[config.mk]
export PLATFORM = sky130hd
export DESIGN_NAME = traffic_intersection_ctrl
export DESIGN_NICKNAME = d
export VERILOG_FILES = /design/src/rtl/traffic_intersection_ctrl.sv
export SDC_FILE = /design/constraint.sdc
export NUM_CORES = 1
export LEC_CHECK = 0
export ABC_AREA = 1
export BUFFER_PORTS_ARGS = -buffer_cell sky130_fd_sc_hd__buf_2
export CAP_MARGIN = 20
export CELL_PAD_IN_SITES_DETAIL_PLACEMENT = 1
export CELL_PAD_IN_SITES_GLOBAL_PLACEMENT = 2
export CORE_UTILIZATION = 37
export CTS_CLUSTER_SIZE = 40
export DETAILED_ROUTE_END_ITERATION = 10
export GPL_ROUTABILITY_DRIVEN = 0
export PLACE_DENSITY_LB_ADDON = 0.08
export SLEW_MARGIN = 20
export SYNTH_ARGS = -nofsm -noshare
export SYNTH_HDL_FRONTEND = slang
export SYNTH_SLANG_ARGS = --single-unit
export TNS_END_PERCENT = 30
[constraint.sdc]
create_clock -name clk -period 2.5 [get_ports clk]
set_input_delay 0 -clock clk [delete_from_list [all_inputs] [get_ports clk]]
set_output_delay 0 -clock clk [all_outputs]
set_load 0.05 [all_outputs]
[src/rtl/traffic_intersection_ctrl.sv]
// Two-road intersection sequencer: main road rests on green, side road is served on a
// sensor level or a latched pedestrian request, with a 1 s time base derived from clk.
module traffic_intersection_ctrl #(
    parameter int TICK_DIV   = 50_000_000,
    parameter int T_MAIN_MIN = 5,
    parameter int T_SIDE_G   = 6,
    parameter int T_YEL      = 2,
    parameter int T_ALLRED   = 1
) (
    input  logic       clk,
    input  logic       rst,
    input  logic       side_req,
    input  logic       ped_req,
    output logic       ped_ack,
    output logic [2:0] main_led,
    output logic [2:0] side_led,
    output logic       ped_walk,
    output logic [2:0] state_o
);

    localparam int TW = (TICK_DIV > 1) ? $clog2(TICK_DIV) : 1;

    localparam logic [2:0] LED_RED = 3'b001;
    localparam logic [2:0] LED_GRN = 3'b010;
    localparam logic [2:0] LED_YEL = 3'b100;

    typedef enum logic [2:0] {
        AR_M   = 3'd0,
        MAIN_G = 3'd1,
        MAIN_Y = 3'd2,
        AR_S   = 3'd3,
        SIDE_G = 3'd4,
        SIDE_Y = 3'd5
    } state_t;

    state_t      state_q, state_d;
    logic [TW-1:0] tick_cnt_q, tick_cnt_d;
    logic [7:0]  sec_cnt_q, sec_cnt_d;
    logic [7:0]  last_sec;
    logic        ped_pend_q, ped_pend_d;
    logic        walk_en_q, walk_en_d;
    logic        ped_ack_q, ped_ack_d;
    logic [2:0]  main_led_q, main_led_d;
    logic [2:0]  side_led_q, side_led_d;
    logic        ped_walk_q, ped_walk_d;
    logic [2:0]  state_o_q, state_o_d;
    logic        tick;
    logic        at_last;
    logic        enter_side;
    logic        leave_side;

    assign tick    = (tick_cnt_q == TW'(TICK_DIV - 1));
    assign at_last = (sec_cnt_q == last_sec);

    always_comb begin
        state_d  = state_q;
        last_sec = 8'd0;
        case (state_q)
            AR_M: begin
                last_sec = 8'(T_ALLRED - 1);
                if (tick && at_last) state_d = MAIN_G;
            end
            MAIN_G: begin
                // sec_cnt saturates here; the road only yields once the minimum green is met.
                last_sec = 8'(T_MAIN_MIN - 1);
                if (tick && at_last && (side_req || ped_pend_q)) state_d = MAIN_Y;
            end
            MAIN_Y: begin
                last_sec = 8'(T_YEL - 1);
                if (tick && at_last) state_d = AR_S;
            end
            AR_S: begin
                last_sec = 8'(T_ALLRED - 1);
                if (tick && at_last) state_d = SIDE_G;
            end
            SIDE_G: begin
                last_sec = 8'(T_SIDE_G - 1);
                if (tick && at_last) state_d = SIDE_Y;
            end
            SIDE_Y: begin
                last_sec = 8'(T_YEL - 1);
                if (tick && at_last) state_d = AR_M;
            end
            default: state_d = AR_M;
        endcase
    end

    always_comb begin
        tick_cnt_d = tick ? '0 : tick_cnt_q + 1'b1;

        sec_cnt_d = sec_cnt_q;
        if (state_d != state_q) begin
            sec_cnt_d = 8'd0;
        end else if (tick && !at_last) begin
            sec_cnt_d = sec_cnt_q + 8'd1;
        end

        enter_side = (state_d == SIDE_G) && (state_q != SIDE_G);
        leave_side = (state_q == SIDE_G) && (state_d != SIDE_G);

        // A press on the entry cycle itself stays pending for the next side cycle.
        ped_pend_d = ped_pend_q;
        if (enter_side) ped_pend_d = 1'b0;
        if (ped_req)    ped_pend_d = 1'b1;

        walk_en_d = walk_en_q;
        if (enter_side)      walk_en_d = ped_pend_q;
        else if (leave_side) walk_en_d = 1'b0;

        ped_ack_d = enter_side && ped_pend_q;

        main_led_d = LED_RED;
        side_led_d = LED_RED;
        ped_walk_d = 1'b0;
        case (state_q)
            MAIN_G: main_led_d = LED_GRN;
            MAIN_Y: main_led_d = LED_YEL;
            SIDE_G: begin
                side_led_d = LED_GRN;
                ped_walk_d = walk_en_q;
            end
            SIDE_Y: side_led_d = LED_YEL;
            default: ;
        endcase
        state_o_d = state_q;
    end

    always_ff @(posedge clk or posedge rst) begin
        if (rst) begin
            state_q    <= AR_M;
            tick_cnt_q <= '0;
            sec_cnt_q  <= 8'd0;
            ped_pend_q <= 1'b0;
            walk_en_q  <= 1'b0;
            ped_ack_q  <= 1'b0;
            main_led_q <= LED_RED;
            side_led_q <= LED_RED;
            ped_walk_q <= 1'b0;
            state_o_q  <= 3'd0;
        end else begin
            state_q    <= state_d;
            tick_cnt_q <= tick_cnt_d;
            sec_cnt_q  <= sec_cnt_d;
            ped_pend_q <= ped_pend_d;
            walk_en_q  <= walk_en_d;
            ped_ack_q  <= ped_ack_d;
            main_led_q <= main_led_d;
            side_led_q <= side_led_d;
            ped_walk_q <= ped_walk_d;
            state_o_q  <= state_o_d;
        end
    end

    assign ped_ack  = ped_ack_q;
    assign main_led = main_led_q;
    assign side_led = side_led_q;
    assign ped_walk = ped_walk_q;
    assign state_o  = state_o_q;

endmodule

==> flow_summary.toml <==
[worst_setup_path]
path_buf_inv = 0
required_ns = 2.70
worstPathArrival_ns = 2.45
reg2reg_slack_ns = 0.24
end_kind = "flop"
path_depth = 13
worst_path_most_repeated_cell = "nand2_1"
max_stage_delay_ns = 0.40
r2r_cells = 13
worst-setup-path-type = "flop to flop"
path_cells = "ha_1, nand3_2, nor2_1, nand2_1, nor2_4, nand3_1, nand2_1, nand2_1, nor2_1, nor2_1, ha_1, nand2_1, o21ai_0"
r2r_end = "walk_en_q$_DFFE_PP0P_"
worstReg2RegStart = "tick_cnt_q[0]$_DFF_PP0_"
critPathMaxFanout = 5
cpMaxStageDelayCell = "dfrtp_1"
start_kind = "flop"
crit_family = "simple AND/OR/NAND/NOR gates"

[grt]
antenna_found_initial = 0
grt-ovfl-total = 0
grt_usage = 0.1824
grt_pass1_wl_um = 10300
grt_start_max_net_pins = 31
grt_pass1_vias = 2185

[floorplan]
die_h_um = 85.47
initial_core_util = 0.3815
core_sq_um = 6756
num_io_pins = 15
die-area_sq_um = 7304
rows = 30
die_w_um = 85.47

[power]
p_per_area_nw_per_um2 = 484.4
p_clk_frac = 0.409
p_total_mw = 1.404
vdd_drop_max_uv = 281.7
p_switching_mw = 0.2962
leakage_nw = 1.480
seqPwrFrac = 0.575
internal_power_mw = 1.108
comb_power_share = 0.016
switching_share = 0.2109

[sta]
fin_setup_tns_ns = 0
fin_hold_ws_ns = 0.1923
fmax_mhz = 443.0
clock-skew-final_ns = 0.005321
min_period_ns = 2.257
drv_slew = 0
setup-violations-final = 0
final-hold-violation-count = 0
rsz0062_at_grt = "false"
period_share = 0.9029
tightest_slew_ns = 0.4705
slew_headroom = 0.6835

[clocking]
cts_made_buffers = 5
clkLatencyLatePin_ns = 0.31
cts_tree = "built"
clock_sinks = 50
clk_pin_slew_ns = 0.09
h-tree-depth = 2
cts_root_buf = "clkbuf_8"
cts.path.max_buffers = 2

[routing]
num_vias = 2034
post_drt_wl_per_cell_um = 14.59
first_pass_iters = 4
postRouteWirelength_um = 5881
drt-initial-drc-count = 55
viasPerCell = 5.047
drcViolationCount = 0
ant_nets = 0

[layout]
seq_area_sq_um = 1254
antenna_cells = 0
design_area_sq_um = 2899
area_delta_synth_final_pct = 12.48
fin_nets = 329
utilization = 0.4291
multi_input_area_sq_um = 1162
layout-drive-gt1-share = 0.1827
fillers = 839

[min_path]
hold_path_depth = 4
holdCritPathClass = "input port to flop"
hold_end = "state_o_d[1]$_DFF_PP0_"
min_from = "side_req"

[place]
placed_cell_area_sq_um = 2765
port_buffers = 14
dp_hpwl_um = 4536

[status]
status = "complete, no violations"

[synthesis]
synthAdderAreaFrac = 0.01456
muxShareOfSynthArea = 0.005825
synthCells = 297
yosys_warnings = 0
synth-compound-area-share = 0.06650
synth-xor-area-share = 0.04757
yosysSeqAreaShare = 0.4864
syn_nets = 304
synth_top_family_by_area = "simple AND/OR/NAND/NOR gates"
ys_types = 37
synth_area_sq_um = 2577
post_synth.cell_area_avg_sq_um = 8.678
synth-edff-count = 0
synth_top_flop_cell = "dfrtp_1"
synth_simple_gate_area_frac = 0.3146
synth.ff_latch_count = 50
async_reset_ff_frac = 1.000

[flow_run]
maxCapViolations = 0
[sequential cells by signal, indices dropped and copies added, names as in the netlist]
name and cells:
ped_ack 1, ped_walk 1, sec_cnt_q 8, tick_cnt_q 26, ped_pend_q 1, state_o_d 3
side_led 3, walk_en_q 1, state_o 3, main_led 3
[final cells by class]
cell class	count	share of cell area
sequential	50	0.4325
clock inverter	3	0.01381
tap	80	0.03453
multi-input combinational	203	0.4009
clock buffer	5	0.02374
timing repair buffer	19	0.03884
inverter	43	0.05568
[timing repair]
item	CTS	global route
endpoints found under the hold margin	20	0
hold buffers	2	0
buffers inserted	0	0
gates resized for setup	0	1
endpoints found under the setup margin	0	1
[placed cells by master (no fill, tap or decap), types with 3 or more instances in the layout]
master / instances
buf_2: 14
nand2_1: 36
dfrtp_1: 48
nor2_4: 4
inv_1: 40
ha_1: 3
o21ai_0: 7
nand4_1: 11
xnor2_1: 4
clkbuf_8: 5
nor2_2: 8
nand3_2: 3
xor2_1: 10
nand2_2: 5
o21a_1: 3
nor3_1: 9
buf_4: 3
nand3_1: 21
a21oi_1: 10
nor2_1: 47
[routing by layer]
metal / wire (um) / GRT usage
met1: 2658 / 0.2165
met2: 3055 / 0.3353
met3: 78 / 0.02918
met4: 87 / 0.05909
met5: 0 / 0
[cells by family (layout without fill, tap and decap cells)]
logic type,after synthesis,after routing
simple gates,157,157
flops,50,50
buf+inv,44,70
compound gates,28,28
xor+xnor,14,14
fa+ha+maj,3,3
mux,1,1
[worst reg2reg max path, delay by kind of cell, from the launching register on]
family / cells / cell delay (ns)
adder cells (fa/ha/maj): 2 / 0.52
AO/OA/AOI/OAI: 1 / 0.07
AND/OR/NAND/NOR: 10 / 1.16
flip-flops: 1 / 0.40
[Yosys cell counts, types with 4 or more instances]
library cell	number	area share
nor2_1	47	0.068
nand2_1	36	0.052
o21ai_0	7	0.014
nand2_2	5	0.012
a21oi_1	10	0.019
xnor2_1	4	0.014
nor3_1	9	0.017
inv_1	41	0.060
dfrtp_1	48	0.47
nor2_2	9	0.022
nand4_1	11	0.027
xor2_1	10	0.034
nand3_1	21	0.041
[stage by stage]
stage / setup WS [ns] / cells
after floorplan: 0.3953 / 297
after global placement: 0.1868 / 393
after detailed placement: 0.1190 / 393
after CTS: 0.1081 / 403
after global routing: 0.0009783 / 403
final: 0.2427 / 403
[worst max path at each step]
stage	slack (ns)	startpoint	endpoint
after floorplan	0.40	tick_cnt_q[0]$_DFF_PP0_	walk_en_q$_DFFE_PP0P_
after global placement	0.19	tick_cnt_q[14]$_DFF_PP0_	walk_en_q$_DFFE_PP0P_
after detailed placement	0.12	tick_cnt_q[0]$_DFF_PP0_	walk_en_q$_DFFE_PP0P_
after CTS	0.11	tick_cnt_q[0]$_DFF_PP0_	walk_en_q$_DFFE_PP0P_
after global routing	0.001	state_o_d[2]$_DFF_PP0_	walk_en_q$_DFFE_PP0P_
final	0.24	tick_cnt_q[0]$_DFF_PP0_	walk_en_q$_DFFE_PP0P_
[power by group through the flow]
stage	Sequential, mW	Combinational (mW)	Clock, mW
floorplan	0.824	0.0121	0
global placement	0.824	0.0205	0
detailed placement	0.824	0.0214	0
CTS	0.808	0.0237	0.593
global route	0.808	0.0265	0.622
finish	0.808	0.0218	0.574
(Power assumes the default switching activity.)
